### src/rtl/draw_text_box.sv
// draw_text_box: text-window overlay for the VGA pixel pipeline.
//
// Draws a COLS x ROWS grid of 8x16 glyphs, magnified by 2^SCALE_LOG2, on top of
// the upstream pixel stream. Position, colours, enable and transparency mode are
// shadow-registered on the rising edge of vblnk_in so a frame never tears.
// All outputs lag the inputs by L = 1 + ROM_LAT clocks.
//
// Ports:
//   clk, rst                 pixel clock, synchronous active-high reset
//   vcount_in .. rgb_in      upstream timing and colour
//   xpos, ypos               requested window origin (shadowed)
//   fg_color, bg_color       glyph and cell background colours (shadowed)
//   bg_en                    1 = paint bg_color on 0-bits, 0 = transparent
//   enable                   overlay on/off (shadowed)
//   char_yx, char_line       {row,col} char buffer address and glyph line to font ROM
//   char_pixels              glyph row from font ROM, bit 7 leftmost
//   vcount_out .. rgb_out    delayed timing and composited colour

module draw_text_box #(
    parameter int unsigned COL_BITS   = 4,
    parameter int unsigned ROW_BITS   = 4,
    parameter int unsigned SCALE_LOG2 = 0,
    parameter int unsigned ROM_LAT    = 2,
    parameter logic [10:0] XPOS_RST   = 11'd640,
    parameter logic [10:0] YPOS_RST   = 11'd100,
    parameter logic [11:0] FG_RST     = 12'h000
) (
    input  logic                         clk,
    input  logic                         rst,
    input  logic [10:0]                  vcount_in,
    input  logic                         vsync_in,
    input  logic                         vblnk_in,
    input  logic [10:0]                  hcount_in,
    input  logic                         hsync_in,
    input  logic                         hblnk_in,
    input  logic [11:0]                  rgb_in,
    input  logic [10:0]                  xpos,
    input  logic [10:0]                  ypos,
    input  logic [11:0]                  fg_color,
    input  logic [11:0]                  bg_color,
    input  logic                         bg_en,
    input  logic                         enable,
    output logic [ROW_BITS+COL_BITS-1:0] char_yx,
    output logic [3:0]                   char_line,
    input  logic [7:0]                   char_pixels,
    output logic [10:0]                  vcount_out,
    output logic                         vsync_out,
    output logic                         vblnk_out,
    output logic [10:0]                  hcount_out,
    output logic                         hsync_out,
    output logic                         hblnk_out,
    output logic [11:0]                  rgb_out
);

    localparam int unsigned LAT = 1 + ROM_LAT;
    localparam logic [12:0] BOX_W = 13'((8 << COL_BITS) << SCALE_LOG2);
    localparam logic [12:0] BOX_H = 13'((16 << ROW_BITS) << SCALE_LOG2);

    // ------------------------------------------------------------------
    // Shadow registers, loaded on the rising edge of vblnk_in
    // ------------------------------------------------------------------
    logic [10:0] xpos_q, ypos_q;
    logic [11:0] fg_q, bg_q;
    logic        bg_en_q, enable_q;
    logic        vblnk_prev_q;
    logic        load;

    assign load = vblnk_in && !vblnk_prev_q;

    always_ff @(posedge clk) begin
        if (rst) begin
            vblnk_prev_q <= 1'b0;
            xpos_q       <= XPOS_RST;
            ypos_q       <= YPOS_RST;
            fg_q         <= FG_RST;
            bg_q         <= 12'h000;
            bg_en_q      <= 1'b0;
            enable_q     <= 1'b1;
        end else begin
            vblnk_prev_q <= vblnk_in;
            if (load) begin
                xpos_q   <= xpos;
                ypos_q   <= ypos;
                fg_q     <= fg_color;
                bg_q     <= bg_color;
                bg_en_q  <= bg_en;
                enable_q <= enable;
            end
        end
    end

    // ------------------------------------------------------------------
    // Geometry: 12-bit unsigned so an oversize window clips, never wraps
    // ------------------------------------------------------------------
    logic [11:0]           hrel, vrel;
    logic [COL_BITS+2:0]   hs;
    logic [ROW_BITS+3:0]   vs;
    logic                  in_box;

    assign hrel = {1'b0, hcount_in} - {1'b0, xpos_q};
    assign vrel = {1'b0, vcount_in} - {1'b0, ypos_q};
    assign hs   = (COL_BITS + 3)'(hrel >> SCALE_LOG2);
    assign vs   = (ROW_BITS + 4)'(vrel >> SCALE_LOG2);

    assign in_box = !hblnk_in && !vblnk_in &&
                    (hcount_in >= xpos_q) && (vcount_in >= ypos_q) &&
                    ({1'b0, hrel} < BOX_W) && ({1'b0, vrel} < BOX_H);

    // ------------------------------------------------------------------
    // Stage 1: font/char-buffer address
    // ------------------------------------------------------------------
    always_ff @(posedge clk) begin
        if (rst) begin
            char_yx   <= '0;
            char_line <= 4'd0;
        end else begin
            char_yx   <= {vs[ROW_BITS+3:4], hs[COL_BITS+2:3]};
            char_line <= vs[3:0];
        end
    end

    // ------------------------------------------------------------------
    // Delay pipelines. Timing runs LAT deep; colour, in_box and pixel
    // column run LAT-1 deep so they meet char_pixels at edge LAT.
    // ------------------------------------------------------------------
    logic [10:0] vcount_pipe [LAT];
    logic [10:0] hcount_pipe [LAT];
    logic        vsync_pipe  [LAT];
    logic        vblnk_pipe  [LAT];
    logic        hsync_pipe  [LAT];
    logic        hblnk_pipe  [LAT];
    logic [11:0] rgb_pipe    [LAT-1];
    logic        in_box_pipe [LAT-1];
    logic [2:0]  pix_pipe    [LAT-1];

    always_ff @(posedge clk) begin
        if (rst) begin
            for (int i = 0; i < LAT; i++) begin
                vcount_pipe[i] <= 11'd0;
                hcount_pipe[i] <= 11'd0;
                vsync_pipe[i]  <= 1'b0;
                vblnk_pipe[i]  <= 1'b0;
                hsync_pipe[i]  <= 1'b0;
                hblnk_pipe[i]  <= 1'b0;
            end
            for (int i = 0; i < LAT - 1; i++) begin
                rgb_pipe[i]    <= 12'h000;
                in_box_pipe[i] <= 1'b0;
                pix_pipe[i]    <= 3'd0;
            end
        end else begin
            vcount_pipe[0] <= vcount_in;
            hcount_pipe[0] <= hcount_in;
            vsync_pipe[0]  <= vsync_in;
            vblnk_pipe[0]  <= vblnk_in;
            hsync_pipe[0]  <= hsync_in;
            hblnk_pipe[0]  <= hblnk_in;
            rgb_pipe[0]    <= rgb_in;
            in_box_pipe[0] <= in_box;
            pix_pipe[0]    <= hs[2:0];
            for (int i = 1; i < LAT; i++) begin
                vcount_pipe[i] <= vcount_pipe[i-1];
                hcount_pipe[i] <= hcount_pipe[i-1];
                vsync_pipe[i]  <= vsync_pipe[i-1];
                vblnk_pipe[i]  <= vblnk_pipe[i-1];
                hsync_pipe[i]  <= hsync_pipe[i-1];
                hblnk_pipe[i]  <= hblnk_pipe[i-1];
            end
            for (int i = 1; i < LAT - 1; i++) begin
                rgb_pipe[i]    <= rgb_pipe[i-1];
                in_box_pipe[i] <= in_box_pipe[i-1];
                pix_pipe[i]    <= pix_pipe[i-1];
            end
        end
    end

    assign vcount_out = vcount_pipe[LAT-1];
    assign hcount_out = hcount_pipe[LAT-1];
    assign vsync_out  = vsync_pipe[LAT-1];
    assign vblnk_out  = vblnk_pipe[LAT-1];
    assign hsync_out  = hsync_pipe[LAT-1];
    assign hblnk_out  = hblnk_pipe[LAT-1];

    // ------------------------------------------------------------------
    // Edge LAT: composite using shadow colours
    // ------------------------------------------------------------------
    logic [11:0] rgb_d;
    logic        in_box_d;
    logic [2:0]  pix_d;
    logic        pixel_on;
    logic [11:0] rgb_nxt;

    assign rgb_d    = rgb_pipe[LAT-2];
    assign in_box_d = in_box_pipe[LAT-2];
    assign pix_d    = pix_pipe[LAT-2];
    assign pixel_on = char_pixels[3'd7 - pix_d];

    always_comb begin
        rgb_nxt = rgb_d;
        if (enable_q && in_box_d) begin
            if (pixel_on) begin
                rgb_nxt = fg_q;
            end else if (bg_en_q) begin
                rgb_nxt = bg_q;
            end
        end
    end

    always_ff @(posedge clk) begin
        if (rst) begin
            rgb_out <= 12'h000;
        end else begin
            rgb_out <= rgb_nxt;
        end
    end

endmodule

### config.mk
export PLATFORM = sky130hd
export DESIGN_NAME = draw_text_box
export DESIGN_NICKNAME = d
export VERILOG_FILES = /design/src/rtl/draw_text_box.sv
export SDC_FILE = /design/constraint.sdc
export NUM_CORES = 1
export LEC_CHECK = 0
export BUFFER_PORTS_ARGS = -buffer_cell sky130_fd_sc_hd__buf_4
export CAP_MARGIN = 0
export CELL_PAD_IN_SITES_DETAIL_PLACEMENT = 1
export CELL_PAD_IN_SITES_GLOBAL_PLACEMENT = 1
export CORE_MARGIN = 5
export CORE_UTILIZATION = 45
export CTS_BUF_LIST = sky130_fd_sc_hd__clkbuf_8
export DETAILED_ROUTE_END_ITERATION = 8
export PLACE_DENSITY = 0.92
export SYNTH_ARGS = -nofsm -noshare
export SYNTH_HDL_FRONTEND = slang
export SYNTH_SLANG_ARGS = --single-unit
### constraint.sdc
create_clock -name clk -period 3.65 [get_ports clk]
set_input_delay 0.1825 -clock clk [delete_from_list [all_inputs] [get_ports clk]]
set_output_delay 0.1825 -clock clk [all_outputs]
set_load 0.005 [all_outputs]
# Word-level counts from Yosys, hierarchy flattened

Memories as Yosys holds them, arrays and structs flattened.
Index checks and enable logic that the tools add are counted.

Flip-flop bits (word level): 73
Bits in writable memories: 110
Input port bits: 96
Output and inout port bits: 50
Word-level logic and storage cells: 93
Memories: 9

Add/subtract/negate cells: 3
$lt $le $gt $ge: 5
Multiplexer cells: 32
Bitwise operators: 24
Reductions and logical operators: 10

Memory list:

| memory      | words | width | read ports | clocked after Yosys merged registers in | wr ports | line | source |
|---|---|---|---|---|---|---|---|
| hcount_pipe | 3     | 11    | 3          | 0                                       | 3        | 127  | `logic [10:0] hcount_pipe [LAT];` |
| vcount_pipe | 3     | 11    | 3          | 0                                       | 3        | 126  | `logic [10:0] vcount_pipe [LAT];` |
| rgb_pipe    | 2     | 12    | 2          | 0                                       | 2        | 132  | `logic [11:0] rgb_pipe [LAT-1];` |
| pix_pipe    | 2     | 3     | 2          | 0                                       | 2        | 134  | `logic [2:0] pix_pipe [LAT-1];` |
| hblnk_pipe  | 3     | 1     | 3          | 0                                       | 3        | 131  | `logic hblnk_pipe [LAT];` |
| hsync_pipe  | 3     | 1     | 3          | 0                                       | 3        | 130  | `logic hsync_pipe [LAT];` |
| +3 memories | -     | -     | -          | -                                       | -        | -    |  |

Operators with widths:

| kind                                                                           | number |
|---|---|
| 11-bit 2-to-1 mux                                                              | 6 |
| 12-bit 2-to-1 mux                                                              | 5 |
| 1-bit OR                                                                       | 24 |
| 11-bit by 11-bit subtractor with 12-bit output                                 | 2 |
| 11-bit greater-or-equal comparator                                             | 2 |
| 1-bit 2-to-1 mux                                                               | 18 |
| 12-bit by 8-bit less-than comparator with 1-bit output (second input constant) | 1 |
| 12-bit by 9-bit less-than comparator with 1-bit output (second input constant) | 1 |
| 1-bit logical AND                                                              | 7 |
| 3-bit 2-to-1 mux                                                               | 2 |
| 3-bit by 4-bit less-than comparator with 1-bit output (second input constant)  | 1 |
| 1-bit binary-select mux with 3-bit select                                      | 1 |
| 1-bit logical NOT                                                              | 3 |
| 3-bit subtractor (first input constant)                                        | 1 |

# Logic depth before layout (Yosys ltp)

Depth in word-level cells: 7
Depth in mapped cells: 9
Depth with buffers taken out: 9

# Worst setup path before layout

Ideal clock, no wire load.

Kind: register to register
Start point: register xpos_q[0]
End point: memory in_box_pipe[0][0]
Library setup time: 92 ps
Arrival: 1999 ps
Required time: 3558 ps
Path slack: 1559 ps
Cell stages (with the launch flop): 9
Path buffers: 0
Clock period less this slack: 2091 ps
Path through: dfxtp_1 > ha_1 > fa_1 > nand2b_1 > a211oi_1 > o221ai_1 > a21boi_0 > or3_1 > nor4_1

RTL lines:

| element                | line | source |
|---|---|---|
| from (decl)            | 62   | `logic [10:0] xpos_q, ypos_q;` |
| from (signal assigned) | 82   | `xpos_q <= xpos;` |
| to (decl)              | 133  | `logic in_box_pipe [LAT-1];` |

==> impl_metrics.csv <==
group,metric,value,unit
clock_tree,cts.reportedPaths.clkPinSlew,100,ps
clock_tree,cts_buffers,17,
detailed_routing,drt_pass1_iterations,4,
yosys,synth_edf_count,0,
grt,antenna_found_initial,0,
cells_and_area,regArea,3640,sq um
clock_tree,cts_tree,"built",
setup_path,crit_chain,"dlygate4sd3_1, buf_4, inv_1, ha_1, fa_1, nand2b_1, a21oi_1, a41oi_1, o311ai_0, nand4_1, nor4_1",
placement,placed_area,7680,sq um
floorplan,die_h,131,um
yosys,ys_top_cells_by_count,"dfxtp_1, nor2b_1, nand2_1",
setup_path,crit_path_end_kind,"flop",
timing,min_period,2710,ps
floorplan,io_pins,146,
cells_and_area,stdcell_area,8990,sq um
yosys,synth_top_area_share,54.9,%
grt,grt_overflow,0,
yosys,synth_nets,821,
timing,tightest_slew,1010,ps
detailed_routing,ant_nets,0,
timing,fin_skew,15.2,ps
placement,port_buffers,145,
pwr,pwr_density_cell,476,nW/um^2
placement,gp_congestion,0.830,
yosys,yosysSeqAreaShare,54.9,%
timing,fmax,369,MHz
yosys,synth_warnings,0,
yosys,synth.avg_cell_area,9.46,sq um
setup_path,critPathKind,"input pin to flop",
cells_and_area,area_growth,35.5,%
clock_tree,cts_max_level,4,
timing,tns,0,ps
detailed_routing,vias_per_cell,5.20,
detailed_routing,vias,5688,
timing,fin_crit_sh,74.3,%
clock_tree,cts_root_buf,"clkbuf_8",
yosys,synthCells,701,
yosys,synth-seq-cells,182,
yosys,syn-cell-area,6630,sq um
detailed_routing,drt-wirelength-per-cell,20.0,um
flow_run,drv_cap,0,
grt,grt_pass1_vias,6255,
floorplan,num_rows,44,
yosys,synth_cell_types,44,
yosys,synthArstFlopShare,0,%
cells_and_area,n_fill_cell,1575,
setup_path,cp_max_fo,3,
detailed_routing,wl,21.8,mm
timing,slew_violations,0,
yosys,synth_most_common_cell,"dfxtp_1",
timing,rsz0062_at_grt,"no",
grt,gr-usage-all-layers,24.8,%
cells_and_area,multi_input_area,2580,sq um
cells_and_area,nets,1016,
hold_path,hp-class,"input pin to flop",
setup_path,cp_slowest_stage_delay,540,ps
yosys,ys.flop_type,"dfxtp_1",
setup_path,arrival,3090,ps
timing,slew_headroom,32.7,%
timing,finalSetupViolations,0,
floorplan,core-area,14500,sq um
floorplan,die-area,17300,sq um
setup_path,cp.required,4020,ps
clock_tree,clock_latency,480,ps
detailed_routing,drc,0,
grt,grt_max_degree,130,
cells_and_area,drive_above_1_share,20.2,%
yosys,synth_area_leaders,"dfxtp_1, nor2b_1, nand2_1, a21oi_1, ha_1",
setup_path,crit_slowest_cell,"dlygate4sd3_1",
floorplan,start_util,45.8,%
clock_tree,cts_max_path_buffers,2,
timing,hold_viol,0,
yosys,synth_top_area_cell,"dfxtp_1",
placement,dp_hpwl,11.8,mm
floorplan,die_x,131,um
cells_and_area,fin_util,62.1,%
setup_path,cp-start-kind,"input pin",
grt,grt_pass1_wl,34.0,mm
pwr,p_leak,0.00385,uW
clock_tree,cts_num_sinks,182,
detailed_routing,initialDrtViolationCount,329,
status,outcome,"completed",
pwr,irDropWorstVdd,0.000268,V
critical path: cells and delay by family:
family	cells	cell delay, ps
buf+inv	3	710
simple gates	3	640
compound gates	3	910
fa+ha+maj	2	640
state kept, by name, summed over array words and instances, names as in the netlist, 6 cells and up:
signal / count
ypos_q: 11
hcount_pipe: 33
fg_q: 12
pix_pipe: 6
rgb_pipe: 24
vcount_pipe: 33
char_yx: 8
bg_q: 12
rgb_out: 12
xpos_q: 11
cell usage in the layout (no fill, tap or decap), types with 3 or more instances in the layout:
cell type        n
a211o_1          6
a211oi_1        14
a21o_1           3
a21oi_1         63
buf_4          147
clkbuf_8        17
clkinv_4         3
clkinv_8         4
dfxtp_1        182
dlygate4sd3_1   85
ha_1            22
inv_1           31
inv_8            5
nand2_1         96
nand2b_1         6
nand3_1          4
nand3b_1         3
nand4_1          3
nor2_1          42
nor2b_1        105
nor3_1           3
nor4_1           3
o21ai_0          4
o21ai_1          4
o221ai_1         3
o22ai_1         11
xnor2_1          4
xor2_1           7
stage by stage:
stage | setup WS, ps | power [uW] | instances | hold slack, ps
floorplan | 1560 | 2480 | 701 | 300
global placement | 1410 | 2660 | 976 | 386
detailed placement | 1270 | 2690 | 976 | 391
CTS | 1180 | 4220 | 1093 | 5.75
global route | 813 | 4430 | 1093 | 2.56
finish | 939 | 4270 | 1094 | 14.4
worst paths after layout:
kind / startpoint / to / slack [ps] / cells past startpoint
worst max-delay path: hcount_in[0] / in_box_pipe[0][0] / 940 / 11
worst min-delay path: vcount_in[3] / vcount_pipe[0][3] / 10 / 2
worst max register to register: xpos_q[0] / in_box_pipe[0][0] / 1060 / 8
worst min register to register: hcount_pipe[0][0] / hcount_pipe[0][11] / 450 / 1
cells by family (layout without fill, tap and decap cells):
group           Yosys count  count (layout)  synth area share [%]
other cells               0               1                     0
xor+xnor                 11              11                  1.45
fa+ha+maj                24              24                  4.75
simple gates            270             270                  20.2
flops                   182             182                  54.9
buf+inv                  88             296                  6.32
compound gates          121             121                  11.0
mux                       5               5                  1.34
where the power goes:
group / total (uW) / switching, uW / internal [uW]
combinational: 639 / 326 / 313
clock: 1500 / 845 / 656
sequential: 2130 / 44.7 / 2090
what timing repair did:
action,CTS,global route
buffers inserted,0,0
resized for setup,0,0
hold endpoints to repair,85,0
hold buffers,85,0
layer usage:
metal  track usage (%)  vias up  routed length (um)
met4              11.7        0                 850
met3              6.73       66                1140
li1                  -     2663                   -
met2              44.9      196               11600
met1              26.7     2763                8260
met5                 0        -                   0
final cells by class:
class | count | area share, %
clock inverter | 15 | 2.39
timing repair buffer | 233 | 21.9
clock buffer | 17 | 2.60
inverter | 31 | 1.29
antenna | 1 | 0.0278
multi-input combinational | 431 | 28.7
tap | 184 | 2.56
sequential | 182 | 40.5
Note: power is estimated with default switching activity, not from simulation.
